[src/rtl/mem_seq_ctrl.sv]
// mem_seq_ctrl: multi-cycle fetch/decode/operand/branch sequencer that owns the
// single-port unified program/data memory and the program counter.
//
// Ports
//   clk, reset        clock; synchronous active-high reset
//   run               level: 1 = execute, 0 = drop to IDLE after current instr
//   load_valid/ready  preload handshake, only serviced in IDLE
//   load_addr/data    preload write address / data
//   mem_addr/we/wdata memory port (combinational from state)
//   mem_rdata         memory read data, one cycle after mem_addr
//   pc                program counter
//   state             FSM state (debug)
//   op_a, op_b        latched mem[rs], mem[rd] of the last branch
//   taken             one-cycle pulse after a redirecting branch/jump
//   halted            high while halted
module mem_seq_ctrl #(
  parameter int                ADDR_W      = 5,
  parameter int                DATA_W      = 32,
  parameter logic [ADDR_W-1:0] RESET_PC    = '0,
  parameter int                HALT_OPCODE = 63
) (
  input  logic              clk,
  input  logic              reset,
  input  logic              run,
  input  logic              load_valid,
  output logic              load_ready,
  input  logic [ADDR_W-1:0] load_addr,
  input  logic [DATA_W-1:0] load_data,
  output logic [ADDR_W-1:0] mem_addr,
  output logic              mem_we,
  output logic [DATA_W-1:0] mem_wdata,
  input  logic [DATA_W-1:0] mem_rdata,
  output logic [ADDR_W-1:0] pc,
  output logic [2:0]        state,
  output logic [DATA_W-1:0] op_a,
  output logic [DATA_W-1:0] op_b,
  output logic              taken,
  output logic              halted
);

  typedef enum logic [2:0] {
    IDLE   = 3'd0,
    FETCH  = 3'd1,
    DECODE = 3'd2,
    OPA    = 3'd3,
    OPB    = 3'd4,
    EXEC   = 3'd5,
    HALTED = 3'd6
  } state_t;

  state_t            st, st_nxt;
  logic [DATA_W-1:0] ir;
  logic [ADDR_W-1:0] pc_nxt;
  logic              cond, redirect;

  // Decode looks at the word arriving from memory; later states use the IR.
  logic [5:0]        dec_op, ir_op;
  logic [ADDR_W-1:0] ir_rd, ir_rs, ir_low;
  logic              dec_br, ir_br, ir_jmp;
  logic              unused_ir;

  assign dec_op    = mem_rdata[31:26];
  assign ir_op     = ir[31:26];
  assign ir_rd     = ir[21 +: ADDR_W];
  assign ir_rs     = ir[16 +: ADDR_W];
  assign ir_low    = ir[ADDR_W-1:0];   // imm and target share the low bits
  assign unused_ir = ^ir[15:ADDR_W];
  assign dec_br    = (dec_op >= 6'd14) && (dec_op <= 6'd19);
  assign ir_br     = (ir_op >= 6'd14) && (ir_op <= 6'd19);
  assign ir_jmp    = (ir_op == 6'd20) || (ir_op == 6'd21);

  // Branch compare: op_a (mem[rs]) against mem[rd] arriving this cycle.
  always_comb begin
    cond = 1'b0;
    case (ir_op)
      6'd14: cond = (op_a == mem_rdata);
      6'd15: cond = (op_a != mem_rdata);
      6'd16: cond = (op_a >  mem_rdata);
      6'd17: cond = (op_a >= mem_rdata);
      6'd18: cond = (op_a <  mem_rdata);
      6'd19: cond = (op_a <= mem_rdata);
      default: cond = 1'b0;
    endcase
  end

  always_comb begin
    redirect = ir_jmp || (ir_br && cond);
    if (ir_jmp)            pc_nxt = ir_low;
    else if (ir_br && cond) pc_nxt = pc + ADDR_W'(1) + ir_low;
    else                   pc_nxt = pc + ADDR_W'(1);
  end

  always_comb begin
    st_nxt     = st;
    mem_addr   = pc;
    mem_we     = 1'b0;
    mem_wdata  = '0;
    load_ready = 1'b0;
    case (st)
      IDLE: begin
        // Gate on reset so a preload can never land while reset is asserted.
        load_ready = ~reset;
        mem_addr   = load_addr;
        mem_we     = load_valid & ~reset;
        mem_wdata  = load_data;
        if (load_valid)  st_nxt = IDLE;
        else if (run)    st_nxt = FETCH;
      end
      FETCH:  st_nxt = DECODE;
      DECODE: begin
        if (dec_br)                           st_nxt = OPA;
        else if (dec_op == 6'(HALT_OPCODE))   st_nxt = HALTED;
        else                                  st_nxt = EXEC;
      end
      OPA: begin
        mem_addr = ir_rs;
        st_nxt   = OPB;
      end
      OPB: begin
        mem_addr = ir_rd;
        st_nxt   = EXEC;
      end
      EXEC:   st_nxt = run ? FETCH : IDLE;
      HALTED: if (!run) st_nxt = IDLE;
      default: st_nxt = IDLE;
    endcase
  end

  always_ff @(posedge clk) begin
    if (reset) begin
      st    <= IDLE;
      pc    <= RESET_PC;
      ir    <= '0;
      op_a  <= '0;
      op_b  <= '0;
      taken <= 1'b0;
    end else begin
      st    <= st_nxt;
      taken <= 1'b0;
      case (st)
        DECODE: ir   <= mem_rdata;
        OPB:    op_a <= mem_rdata;
        EXEC: begin
          if (ir_br) op_b <= mem_rdata;
          pc    <= pc_nxt;
          taken <= redirect;
        end
        default: ;
      endcase
    end
  end

  assign state  = st;
  assign halted = (st == HALTED);

endmodule

[config.mk]
export PLATFORM = sky130hd
export DESIGN_NAME = mem_seq_ctrl
export DESIGN_NICKNAME = d
export VERILOG_FILES = /design/src/rtl/mem_seq_ctrl.sv
export SDC_FILE = /design/constraint.sdc
export NUM_CORES = 1
export LEC_CHECK = 0
export CORE_ASPECT_RATIO = 1.75
export CORE_MARGIN = 3
export CORE_UTILIZATION = 45
export DETAILED_ROUTE_END_ITERATION = 7
export HOLD_SLACK_MARGIN = 0.1
export MAX_ROUTING_LAYER = met4
export PLACE_DENSITY = 0.78
export SYNTH_ARGS = -nofsm -noshare
export SYNTH_HDL_FRONTEND = slang
export SYNTH_SLANG_ARGS = --single-unit
[constraint.sdc]
create_clock -name clk -period 3.8 [get_ports clk]
set_input_delay 0.76 -clock clk [delete_from_list [all_inputs] [get_ports clk]]
set_output_delay 0.76 -clock clk [all_outputs]
set_load 0.05 [all_outputs]
# Yosys cells after proc, flatten, opt, wreduce, memory -nomap -nowiden

Cells that the tools add are included.
W data, S select, Z words.

Flip-flop bits (word level): 105
Word-level logic and storage cells: 61

Multiplexer cells: 14
Equal/unequal tests: 19
Magnitude comparators: 8
Bitwise logic cells: 3
Reductions and logical operators: 9
Add/subtract/negate cells: 2

Operators with widths:

| cell                  | count |
|---|---|
| $eq A6 B5 Y1 const B  | 6 |
| $eq A32 B32 Y1        | 1 |
| $ge A32 B32 Y1        | 1 |
| $gt A32 B32 Y1        | 1 |
| $le A32 B32 Y1        | 1 |
| $lt A32 B32 Y1        | 1 |
| $mux W32              | 1 |
| $ne A32 B32 Y1        | 1 |
| $pmux W3 S7           | 1 |
| $pmux W5 S3           | 1 |
| $eq A6 B4 Y1 const B  | 2 |
| $ge A6 B4 Y1 const B  | 2 |
| $le A6 B5 Y1 const B  | 2 |
| $mux W3               | 4 |
| $mux W5               | 2 |
| $eq A3 B3 Y1 const B  | 3 |
| $eq A3 B2 Y1 const B  | 2 |
| $eq A6 B6 Y1 const B  | 1 |
| $pmux W1 S6           | 1 |
| $add A5 B1 Y5 const B | 1 |
| $add A5 B5 Y5         | 1 |
| $reduce_and A2 Y1     | 2 |
| $eq A3 B1 Y1 const B  | 1 |
| $logic_and A1 B1 Y1   | 3 |
| other kinds (9)       | 13 |

# Depth between registers and ports, before layout

Gate-level depths: netlist of the first run.

Word-level depth: 5
Gate-level depth with buffers: 11
Gate-level depth less buffers: 10

# Worst setup path after synthesis of the first run

OpenSTA, ideal clock, no wires.

Kind: reg2out
From: register st[2], in the netlist state[2]
To: output port mem_addr[0]
Required time: 3.040 ns
Arrival: 2.592 ns
Stages on the path, launching flop included: 7
Path slack: 0.448 ns
Buffers on the path: 2
Cells stage by stage: dfxtp_1 -> clkbuf_1 -> clkbuf_1 -> mux2i_1 -> nor2_1 -> a21oi_1 -> o21ai_0

Longest elaborated chain between the ends: 2
Elaborated cells between the ends (all ways): 4
Classes of those cells: eq/ne (2); mux (1); reduce/logical (1)

RTL lines:

| element                                    | RTL line | text |
|---|---|---|
| from (decl)                                | 51       | `state_t st, st_nxt;` |
| from (signal assigned)                     | 138      | `st <= st_nxt;` |
| $eq A3 B3 Y1, or another cell as far along | 99       | `case (st)` |
| $pmux W5 S3 *                              | 99       |  |
| to (decl)                                  | 29       | `output logic [ADDR_W-1:0] mem_addr,` |

Every way passes the cells marked *; elsewhere a longest branch is shown, timed or not.

# Final worst setup path of the first run

From: input port mem_rdata[26]
To: register pc[1]

Longest elaborated chain between the ends: 5
Elaborated cells between the ends (all ways): 10
Classes of those cells: order compare (4); eq/ne (2); mux (3); reduce/logical (1)

RTL lines:

| element                                      | RTL line | text |
|---|---|---|
| from (decl)                                  | 32       | `input logic [DATA_W-1:0] mem_rdata,` |
| $le A32 B32 Y1, or another cell as far along | 81       | `6'd19: cond = (op_a <= mem_rdata);` |
| $pmux W1 S6 *                                | 75       | `case (ir_op)` |
| $logic_and A1 B1 Y1 *                        | 89       | `else if (ir_br && cond) pc_nxt = pc + ADDR_W'(1) + ir_low;` |
| $mux W5 *                                    | 89       |  |
| $mux W5 *                                    | 88       | `if (ir_jmp) pc_nxt = ir_low;` |
| to (signal assigned)                         | 145      | `pc <= pc_nxt;` |
| to (decl)                                    | 33       | `output logic [ADDR_W-1:0] pc,` |

Marks and branches as above.
A chain may end at the register's enable or synchronous reset.

==> impl_results.md, run 1 <==
* WHS at 0.4541 ns
* Sink Count at 94
* CTS Buf Count at 9
* Buffers from clock root to sink, at most at 2
* Main flop type after synthesis: dfxtp_1
* Core Rows at 50
* Crit end category: register
* Synth top area cells: dfxtp_1 37%, nand2_1 14%, a21oi_1 12%
* Pin slew with the least headroom to its limit at 1.173 ns
* Post-Synthesis Cell Area at 5109 um2
* Final HPWL DP at 13.11 mm
* ANT nets after route at 0
* RSZ-0062 raised after global routing: no
* Status: finished clean
* Worst Skew at 0.01099 ns
* Root buffer cell: clkbuf_16
* Final setup violation count at 0
* Residual DRC count at 0
* Share of layout cells above drive strength 1 at 7.915%
* Worst vdd ir at 0.3161 mV
* Max-cap viol count at 0
* Grt ovf at 0
* CTS tree: built
* Syn_nets at 804
* Starting Density at 46.93%
* Vias in the first global route at 5,440
* Crit Path Class: in2reg
* Wire per inst at 16.57 um
* Slowest cell delay on critical path at 0.58 ns
* Crit-path slowest cell: or4_1
* HP Class: reg2reg
* First-pass GRT wire length at 26.24 mm
* Die H at 147.0 um
* Layout area overhead at 48.57%
* Net count, final at 1,003
* GRT Total Usage at 26.62%
* Final std cells w/o fill at 1,027
* Vias at 5,533
* Core area at 10,890 um2
* # diodes at 0
* EDFF count, synth at 0
* Cells after Synth at 693
* CP arrival at 3.86 ns
* Drt via density at 5.388
* Post-synth top area share at 36.84%
* IO Pins at 186
* Number of I/O port buffers at 185
* Placed cell areas at 7301 um2
* Iter 0 DRT Violations at 329
* Largest net degree at the start of global routing at 91
* Final instance area at 7590 um2
* Distinct cells, synth at 43
* Fin crit share at 94.99%
* Die area at 12,720 um2
* Gpl congestion at 0.9152
* Fin crit period at 3.610 ns
* Max-slew violation count at 0
* Worst skew pair latency at 0.35 ns
* Synth warn at 0
* H-tree level count at 3
* Die width at 86.54 um
* Hold Buf Count CTS at 0
* Critical-path cell list: clkdlybuf4s50_1, inv_1, ha_1, nand4_1, or4_1, or3_1, mux2i_1, mux2_4, buf_4, nor3_1, mux2_2, o41ai_2
* 1st-pass router iterations at 4
* Critical path data required time at 4.05 ns
* P_leak at 0.003027 uW
* Highest Clock Rate at 277.0 MHz
* Setup crit start kind: primary input
* Final setup TNS at 0 ns
* Routed wire length at 17.02 mm
* Hold Fails Final Rpt at 0
* Initial antenna violation count at 0
* Dpl cells at 1,011
* Syn_area_per_cell at 7.372 um2
* Cts repair resizes at 0
* Postcts setup bufs at 0
* Reg clk slew, reported paths at 0.07 ns
* Worst Path Max Fanout at 7
* Asr flop ratio synth at 0%
* Cell taking the most area after synthesis: dfxtp_1
* Post-synthesis sequential area ratio at 36.84%
* FF+latch count, synth at 94
* Slew headroom at 21.80%
* Pwr dens at 366.7 nW/um2
## cell families (layout without fill, tap and decap cells)
| kind of cell | count (synthesis) | count (layout) | share of synthesized area, % |
|---|---|---|---|
| AND/OR/NAND/NOR | 300 | 300 | 25.94 |
| AO/OA/AOI/OAI | 158 | 158 | 17.37 |
| flip-flops | 94 | 94 | 36.84 |
| buffers and inverters | 80 | 284 | 5.902 |
| adder cells (fa/ha/maj) | 38 | 38 | 9.454 |
| multiplexers | 18 | 18 | 3.649 |
| XOR/XNOR | 5 | 5 | 0.8574 |
## through the flow
step | total power [uW] | setup slack, ns | utilization, %
final | 2783 | 0.1903 | 69.72
after global routing | 2881 | 0.07507 | 69.72
after CTS | 2792 | 0.2034 | 69.72
after detailed placement | 1922 | -0.1398 | 67.07
after global placement | 1908 | -0.09516 | 67.07
after floorplan | 1582 | 0.4482 | -
## registers in the layout (all words and copies together), names as in the netlist
name   count
op_a      32
op_b      32
ir        21
state      3
pc         5
taken      1
## worst paths after layout
| kind | start | slack (ns) | end | cells past startpoint |
|---|---|---|---|---|
| setup / recovery | mem_rdata[26] | 0.19 | pc[1]$_SDFFE_PP0N_ | 12 |
| hold / removal | ir[23]$_SDFFE_PP0P_ | 0.45 | ir[23]$_SDFFE_PP0P_ | 2 |
| setup reg to reg | op_a[26]$_SDFFE_PP0N_ | 0.83 | pc[1]$_SDFFE_PP0N_ | 10 |
| hold reg to reg | ir[23]$_SDFFE_PP0P_ | 0.45 | ir[23]$_SDFFE_PP0P_ | 2 |
## area by class of cell
class,count,area [um2]
multi-input combinational,519,2939
timing repair buffer,228,2167
clock buffer,9,225.2
fill,934,3296
tap,130,162.7
inverter,40,150.1
sequential,94,1882
clock inverter,7,63.81
## worst max-delay path: cells and delay by family
kind,cells,cell delay (ns)
fa+ha+maj,1,0.29
simple gates,4,1.20
mux,3,0.71
compound gates,1,0.18
buf+inv,3,0.71
## where the power goes
group          total (uW)  switching [uW]  leakage (uW)  internal [uW]
clock                 883             423      0.000143            459
sequential           1050            36.4      0.000759           1010
combinational         851             526       0.00212            325
## placed cells by master, fill, tap and decap left out, types with 16 or more instances in the layout
cell | synthesis | routed
inv_1 | 40 | 40
and2_1 | 35 | 35
clkdlybuf4s50_1 | 0 | 183
a21oi_1 | 118 | 117
nand2_1 | 193 | 193
nor2_1 | 24 | 24
ha_1 | 37 | 37
mux2i_1 | 16 | 16
buf_4 | 0 | 44
dfxtp_1 | 94 | 94
## synthesized netlist by cell type (10+ instances only)
cell and number:
and2_1 35, mux2i_1 16, a21oi_1 118, nand3_1 10, nor2_1 24, inv_1 40, o21ai_0 11, ha_1 37
clkbuf_1 37, nand2_1 193, dfxtp_1 94
## routing by layer
layer / GRT usage [%] / up-vias / part of all wire, %
met3: 5.051 / 36 / 7.1
met2: 49.88 / 214 / 54
met1: 26.11 / 2555 / 36
met4: 10.37 / 0 / 3.4
met5: - / - / 0
li1: - / 2728 / -
Note: power is estimated with default switching activity, not from simulation.
==> run 2, diff against run 1 <==
--- a/config.mk
+++ b/config.mk
@@ -6,12 +6,13 @@
 export NUM_CORES = 1
 export LEC_CHECK = 0
 export CORE_ASPECT_RATIO = 1.75
-export CORE_MARGIN = 3
-export CORE_UTILIZATION = 45
+export CORE_MARGIN = 2
+export CORE_UTILIZATION = 41
 export DETAILED_ROUTE_END_ITERATION = 7
 export HOLD_SLACK_MARGIN = 0.1
 export MAX_ROUTING_LAYER = met4
-export PLACE_DENSITY = 0.78
+export PLACE_DENSITY = 0.74
+export SLEW_MARGIN = 25
 export SYNTH_ARGS = -nofsm -noshare
 export SYNTH_HDL_FRONTEND = slang
 export SYNTH_SLANG_ARGS = --single-unit
==> constraint.sdc (replaced) <==
create_clock -name clk -period 3.3 [get_ports clk]
set_input_delay 0.66 -clock clk [delete_from_list [all_inputs] [get_ports clk]]
set_output_delay 0.66 -clock clk [all_outputs]
set_load 0.05 [all_outputs]
==> run 2 against run 1 <==
Against the previous run:
- global-route usage grew 0.17 points
- setup slack lost 0.11 ns
- via count grew 2.5%
- first-iteration DRC count shrank 12%
- count of clock-buffer cells in the layout grew 1
- worst hold slack gained 0.0010 ns
- clock skew shrank 0.0061 ns
- wire length grew 3.3%
- critical path type unchanged
- utilization shrank 4.6 points
- combinational power grew 20%
- cell count grew 6.1%
==> impl_results.md, run 2 (synthesis results as in run 1) <==
* Status: finished clean
* CP arrival at 3.44 ns (-0.42 ns)
* Worst skew pair latency at 0.34 ns (about the same)
* Max-slew violation count at 0 (unchanged)
* # diodes at 0 (unchanged)
* Starting Density at 41.54% (-5.4 points)
* Iter 0 DRT Violations at 291 (-12%)
* Largest net degree at the start of global routing at 91 (unchanged)
* First-pass GRT wire length at 27.26 mm (+3.9%)
* Pwr Total at 3357 uW (+21%)
* Initial antenna violation count at 0 (unchanged)
* Gpl congestion at 0.8960 (-2.1%)
* Worst Path Max Fanout at 3 (-4)
* Net count, final at 1,028 (+2.5%)
* Commonest cells after routing, fill and taps aside: 192 x nand2_1, 132 x clkdlybuf4s50_1, 117 x a21oi_1
* Final setup TNS at 0 ns (unchanged)
* Residual DRC count at 0 (unchanged)
* Vias at 5,670 (+2.5%)
* Die area at 13,400 um2 (+5.4%)
* Reg-to-reg setup timing slack at 0.30 ns (-0.53 ns)
* Cells on worst reg2reg path at 15 (+5)
* Worst vdd ir at 0.3637 mV (+15%)
* Critical hold path startpoint: ir[22]$_SDFFE_PP0P_
* Final core occ at 65.11% (-4.6 points)
* Final HPWL DP at 12.93 mm (-1.4%)
* P_leak at 0.003215 uW (+6.2%)
* Hold Fails Final Rpt at 0 (unchanged)
* Multi-input logic area at 3166 um2 (+7.7%)
* GRT Total Usage at 26.79% (+0.17 points)
* R2r startpoint: op_a[30]$_SDFFE_PP0N_
* Root buffer cell: clkbuf_16
* Reg clk slew, reported paths at 0.06 ns (about the same)
* Buffers from clock root to sink, at most at 2 (unchanged)
* Grt ovf at 0 (unchanged)
* ANT nets after route at 0 (unchanged)
* Share of layout cells above drive strength 1 at 17.46% (+9.5 points)
* Number of I/O port buffers at 185 (unchanged)
* Sequential cell area at 1882 um2 (unchanged)
* Die width at 88.38 um (+2.1%)
* Slew headroom at 35.81% (+14 points)
* Fin crit period at 3.216 ns
* Wire per inst at 16.13 um (-2.7%)
* Vias in the first global route at 5,686 (+4.5%)
* Setup WS pre-CTS at -0.5605 ns (-0.4207 ns)
* Max-cap viol count at 0 (unchanged)
* Final instance area at 8006 um2 (+5.5%)
* Pwr dens at 419.2 nW/um2 (+14%)
* Largest regs: op_a: 32 flops, op_b: 32 flops, ir: 21 flops
* Die H at 151.7 um (+3.2%)
* CTS tree: built
* Critical path data required time at 3.52 ns (-0.53 ns)
* Routed wire length at 17.58 mm (+3.3%)
* RSZ-0062 raised after global routing: no
* 1st-pass router iterations at 6 (+2)
* Most common cell after layout, fill and taps aside: nand2_1
* Worst Skew at 0.004878 ns (-0.006112 ns)
* Hold Buf Count CTS at 0 (unchanged)
* Pin slew with the least headroom to its limit at 0.9628 ns (-0.2101 ns)
* Final setup margin at 0.08414 ns (-0.1062 ns)
* Core Rows at 54 (+8.0%)
* R2R Path End: pc[1]$_SDFFE_PP0N_
* Fin crit share at 97.45%
* Hold EP: ir[22]$_SDFFE_PP0P_
* Highest Clock Rate at 311.0 MHz
* IO Pins at 186 (unchanged)
* Layout area overhead at 56.72%
* # fillers at 1,089 (+17%)
* Placed cell areas at 7402 um2 (+1.4%)
* Setup crit start kind: primary input
* HP Class: reg2reg
* H-tree level count at 3 (unchanged)
* Final setup violation count at 0 (unchanged)
* Sink Count at 94 (unchanged)
* CTS Buf Count at 9 (unchanged)
* Hold Crit Depth at 2 (unchanged)
* Drt via density at 5.202 (-3.4%)
* Crit Path Class: in2reg
* Core area at 12,300 um2 (+13%)
* Crit end category: register
-- run 2: cell count changes in the layout (fill, tap and decap cells not counted), sizes merged --
cell / change
clkdlybuf4s50: -51
buf: +48
dlygate4sd2: +14
clkbuf: +6
clkdlybuf4s15: +6
inv: -4
dlymetal6s2s: +3
bufinv: +2
clkinvlp: +2
clkinv: -1
-- run 2: how the worst max path moves through the flow --
stage	from	depth (start not counted)	slack [ns]	to
after floorplan	state[2]$_SDFFE_PP0P_	6	0.05	mem_addr[0]
after global placement	mem_rdata[26]	11	-0.50	pc[3]$_SDFFE_PP0N_
after detailed placement	mem_rdata[26]	11	-0.56	pc[3]$_SDFFE_PP0N_
after CTS	mem_rdata[7]	11	0.007	pc[3]$_SDFFE_PP0N_
after global routing	mem_rdata[20]	15	0.007	pc[1]$_SDFFE_PP0N_
final	mem_rdata[23]	11	0.08	pc[3]$_SDFFE_PP0N_
-- run 2: per-stage QoR --
| stage | instances | hold slack, ns |
|---|---|---|
| after CTS | 1085 | 0.4581 |
| after detailed placement | 1062 | 0.4489 |
| after global placement | 1062 | 0.4446 |
| after global routing | 1090 | 0.4777 |
| after floorplan | 693 | 0.4357 |
| final | 1090 | 0.4551 |
-- run 2: timing repair --
action                                  CTS  global route
endpoints found under the setup margin    6             5
gates resized for setup                  46            36
buffers inserted                          7             5
pin swaps                                19            16
-- run 2: critical path, cell delays in order --
cell	delay (ns)
dlygate4sd2_1	0.26
inv_2	0.06
ha_4	0.26
nand4_1	0.18
or4_4	0.56
or3_4	0.39
mux2i_2	0.16
mux2_4	0.28
or3_4	0.37
mux2i_2	0.17
o41ai_2	0.09
-- run 2: power breakdown --
part           internal, uW  total, uW  switching [uW]  leakage, uW
Sequential             1170       1210            39.9     0.000759
Combinational           388       1020             628      0.00230
Clock                   682       1130             452     0.000154
-- run 2: layout make-up --
cell class / instances / share of cell area, %
multi-input combinational: 519 / 39.54
clock buffer: 10 / 2.985
timing repair buffer: 253 / 28.41
sequential: 94 / 23.50
inverter: 40 / 1.875
clock inverter: 6 / 1.063
tap: 168 / 2.625
-- run 2: per-layer routing --
layer | track usage (%) | vias up | wire length, um
met3 | 4.280 | 53 | 1134
li1 | - | 2760 | -
met5 | - | - | 0
met1 | 26.21 | 2611 | 6200
met4 | 13.26 | 0 | 824
met2 | 49.77 | 246 | 9421
==> run 3, diff against run 2 <==
--- a/config.mk
+++ b/config.mk
@@ -7,11 +7,12 @@
 export LEC_CHECK = 0
 export CORE_ASPECT_RATIO = 1.75
 export CORE_MARGIN = 2
-export CORE_UTILIZATION = 41
+export CORE_UTILIZATION = 45
 export DETAILED_ROUTE_END_ITERATION = 7
+export GPL_TIMING_DRIVEN = 0
 export HOLD_SLACK_MARGIN = 0.1
 export MAX_ROUTING_LAYER = met4
-export PLACE_DENSITY = 0.74
+export PLACE_DENSITY = 0.78
 export SLEW_MARGIN = 25
 export SYNTH_ARGS = -nofsm -noshare
 export SYNTH_HDL_FRONTEND = slang
==> constraint.sdc (replaced) <==
create_clock -name clk -period 3 [get_ports clk]
set_input_delay 0.6 -clock clk [delete_from_list [all_inputs] [get_ports clk]]
set_output_delay 0.6 -clock clk [all_outputs]
set_load 0.05 [all_outputs]
==> run 3 against run 2 <==
Against the previous run:
- critical path type unchanged
- count of clock-buffer cells in the layout unchanged
- cell count is 4.3% lower
- cell area shrank 2.8%
- via count is 1.8% higher
- the run now ends with setup timing left
- critical endpoint unchanged
- sequential share of layout area up 0.84 points
- first-iteration DRC count is 4.1% higher
==> impl_results.md, run 3 (synthesis results as in run 1) <==
* Pin slew with the least headroom to its limit at 0.7635 ns (-0.1993 ns)
* Number of I/O port buffers at 184 (-0.54%)
* Pwr dens at 456.9 nW/um2 (+9.0%)
* CTS Buf Count at 9 (unchanged)
* Worst Skew at 0.007944 ns (+0.003066 ns)
* H-tree level count at 3 (unchanged)
* Placed cell areas at 7199 um2 (-2.7%)
* Final HPWL DP at 13.71 mm (+6.0%)
* 1st-pass router iterations at 5 (-1)
* Fin crit period at 3.035 ns
* Iter 0 DRT Violations at 303 (+4.1%)
* Gpl congestion at 0.8997 (+0.41%)
* Net count, final at 1,017 (-1.1%)
* Worst vdd ir at 0.3435 mV (-5.6%)
* Crit end category: register
* Failing checks: setup timing
* ANT nets after route at 0 (unchanged)
* Commonest cells after routing, fill and taps aside: 193 x nand2_1, 118 x a21oi_1, 116 x clkdlybuf4s50_1
* Vias at 5,771 (+1.8%)
* Buffers from clock root to sink, at most at 2 (unchanged)
* First-pass GRT wire length at 28.76 mm (+5.5%)
* Max-cap viol count at 0 (unchanged)
* Sink Count at 94 (unchanged)
* Routed wire length at 18.59 mm (+5.7%)
* Final instance area at 7781 um2 (-2.8%)
* Hold Fails Final Rpt at 0 (unchanged)
* Starting Density at 46.01% (+4.5 points)
* Final std cells w/o fill at 1,043 (-4.3%)
* Worst skew pair latency at 0.35 ns (about the same)
* # fillers at 878 (-19%)
* Die H at 145.0 um (-4.4%)
* Worst setup path start: mem_rdata[27]
* Core area at 11,100 um2 (-9.7%)
* Root buffer cell: clkbuf_16
* Initial antenna violation count at 0 (unchanged)
* Die width at 84.54 um (-4.3%)
* P_leak at 0.003056 uW (-5.0%)
* HP Class: reg2reg
* Final setup margin at -0.03536 ns (-0.1195 ns)
* Dpl cells at 1,009 (-5.0%)
* Setup crit start kind: primary input
* Most common cell after layout, fill and taps aside: nand2_1
* Largest regs: op_a: 32 flops, op_b: 32 flops, ir: 21 flops
* WHS at 0.4539 ns (-0.001211 ns)
* Critical path data required time at 3.23 ns (-0.29 ns)
* Crit Path Class: in2reg
* Reg clk slew, reported paths at 0.07 ns (about the same)
* Share of layout cells above drive strength 1 at 17.78% (+0.32 points)
* Wire per inst at 17.82 um (+10%)
* Residual DRC count at 0 (unchanged)
* RSZ-0062 raised after global routing: yes
* Status: complete, but fails checks
* Final setup violation count at 1 (+1)
* CTS tree: built
* Critical hold path startpoint: op_b[27]$_SDFFE_PP0P_
* Layout area overhead at 52.31%
* Core Rows at 51 (-5.6%)
* Highest Clock Rate at 329.5 MHz
* Largest net degree at the start of global routing at 17 (-81%)
* Worst Path Max Fanout at 5 (+2)
* Pwr Total at 3555 uW (+5.9%)
* Max-slew violation count at 0 (unchanged)
* # diodes at 0 (unchanged)
* Grt ovf at 0 (unchanged)
* Fin crit share at 101.2%
* Drt via density at 5.533 (+6.4%)
* CP arrival at 3.26 ns (-0.18 ns)
* R2r startpoint: op_a[16]$_SDFFE_PP0N_
* GRT Total Usage at 29.99% (+3.2 points)
* Die area at 12,250 um2 (-8.6%)
* Slew headroom at 48.71% (+13 points)
* Vias in the first global route at 5,859 (+3.0%)
* Final setup TNS at -0.03536 ns (-0.03536 ns)
* IO Pins at 186 (unchanged)
[run 3: metal layers]
metal  vias up  part of all wire [%]  global-route usage (%)
li1       2753                     -                       -
met1      2688                    33                   27.87
met2       267                    56                   56.22
met3        63                   6.4                   5.688
met4         0                   4.7                   15.71
met5         -                     0                       -
[run 3: through the flow]
step	worst slack, ns	utilization (%)
final	-0.03536	70.08
after global routing	-0.1374	70.08
after CTS	-0.008575	69.69
after detailed placement	-1.151	64.84
after global placement	-1.093	64.84
after floorplan	-0.1541	-
[run 3: worst max-delay path, cell delays in order]
cell and delay (ns):
buf_8 0.11, inv_8 0.03, ha_4 0.26, nand4_1 0.13
or4_4 0.60, or3_4 0.43, mux2i_2 0.17, mux2_4 0.30
or3_1 0.35, mux2i_1 0.17, o41ai_2 0.11
[run 3: power by group]
part / switching [uW] / internal (uW)
clock network: 509 / 653
logic: 713 / 357
registers: 38.6 / 1280
[run 3: path summary, 6_finish.rpt]
path                           endpoint  cells past startpoint  slack (ns)
setup / recovery     pc[3]$_SDFFE_PP0N_                     11       -0.04
hold / removal    op_b[27]$_SDFFE_PP0P_                      2        0.45
setup reg to reg     pc[3]$_SDFFE_PP0N_                      9       -0.02
hold reg to reg   op_b[27]$_SDFFE_PP0P_                      2        0.45
[run 3: layout make-up]
class,count,area (um2),area share (%)
Buffer,39,151.4,1.946
Timing Repair Buffer,203,1867,23.99
Sequential cell,94,1894,24.34
Tap cell,132,165.2,2.123
Multi-Input combinational cell,519,3226,41.45
Clock buffer,10,229.0,2.943
Clock inverter,6,68.82,0.8844
Inverter,40,180.2,2.315
[run 3: repair_timing]
| action | CTS | global route |
|---|---|---|
| cloned | 0 | 0 |
| resized for setup | 212 | 105 |
| pin swaps | 17 | 14 |
| setup buffers | 14 | 5 |
| setup endpoints to repair | 45 | 69 |
| hold buffers | 0 | 0 |
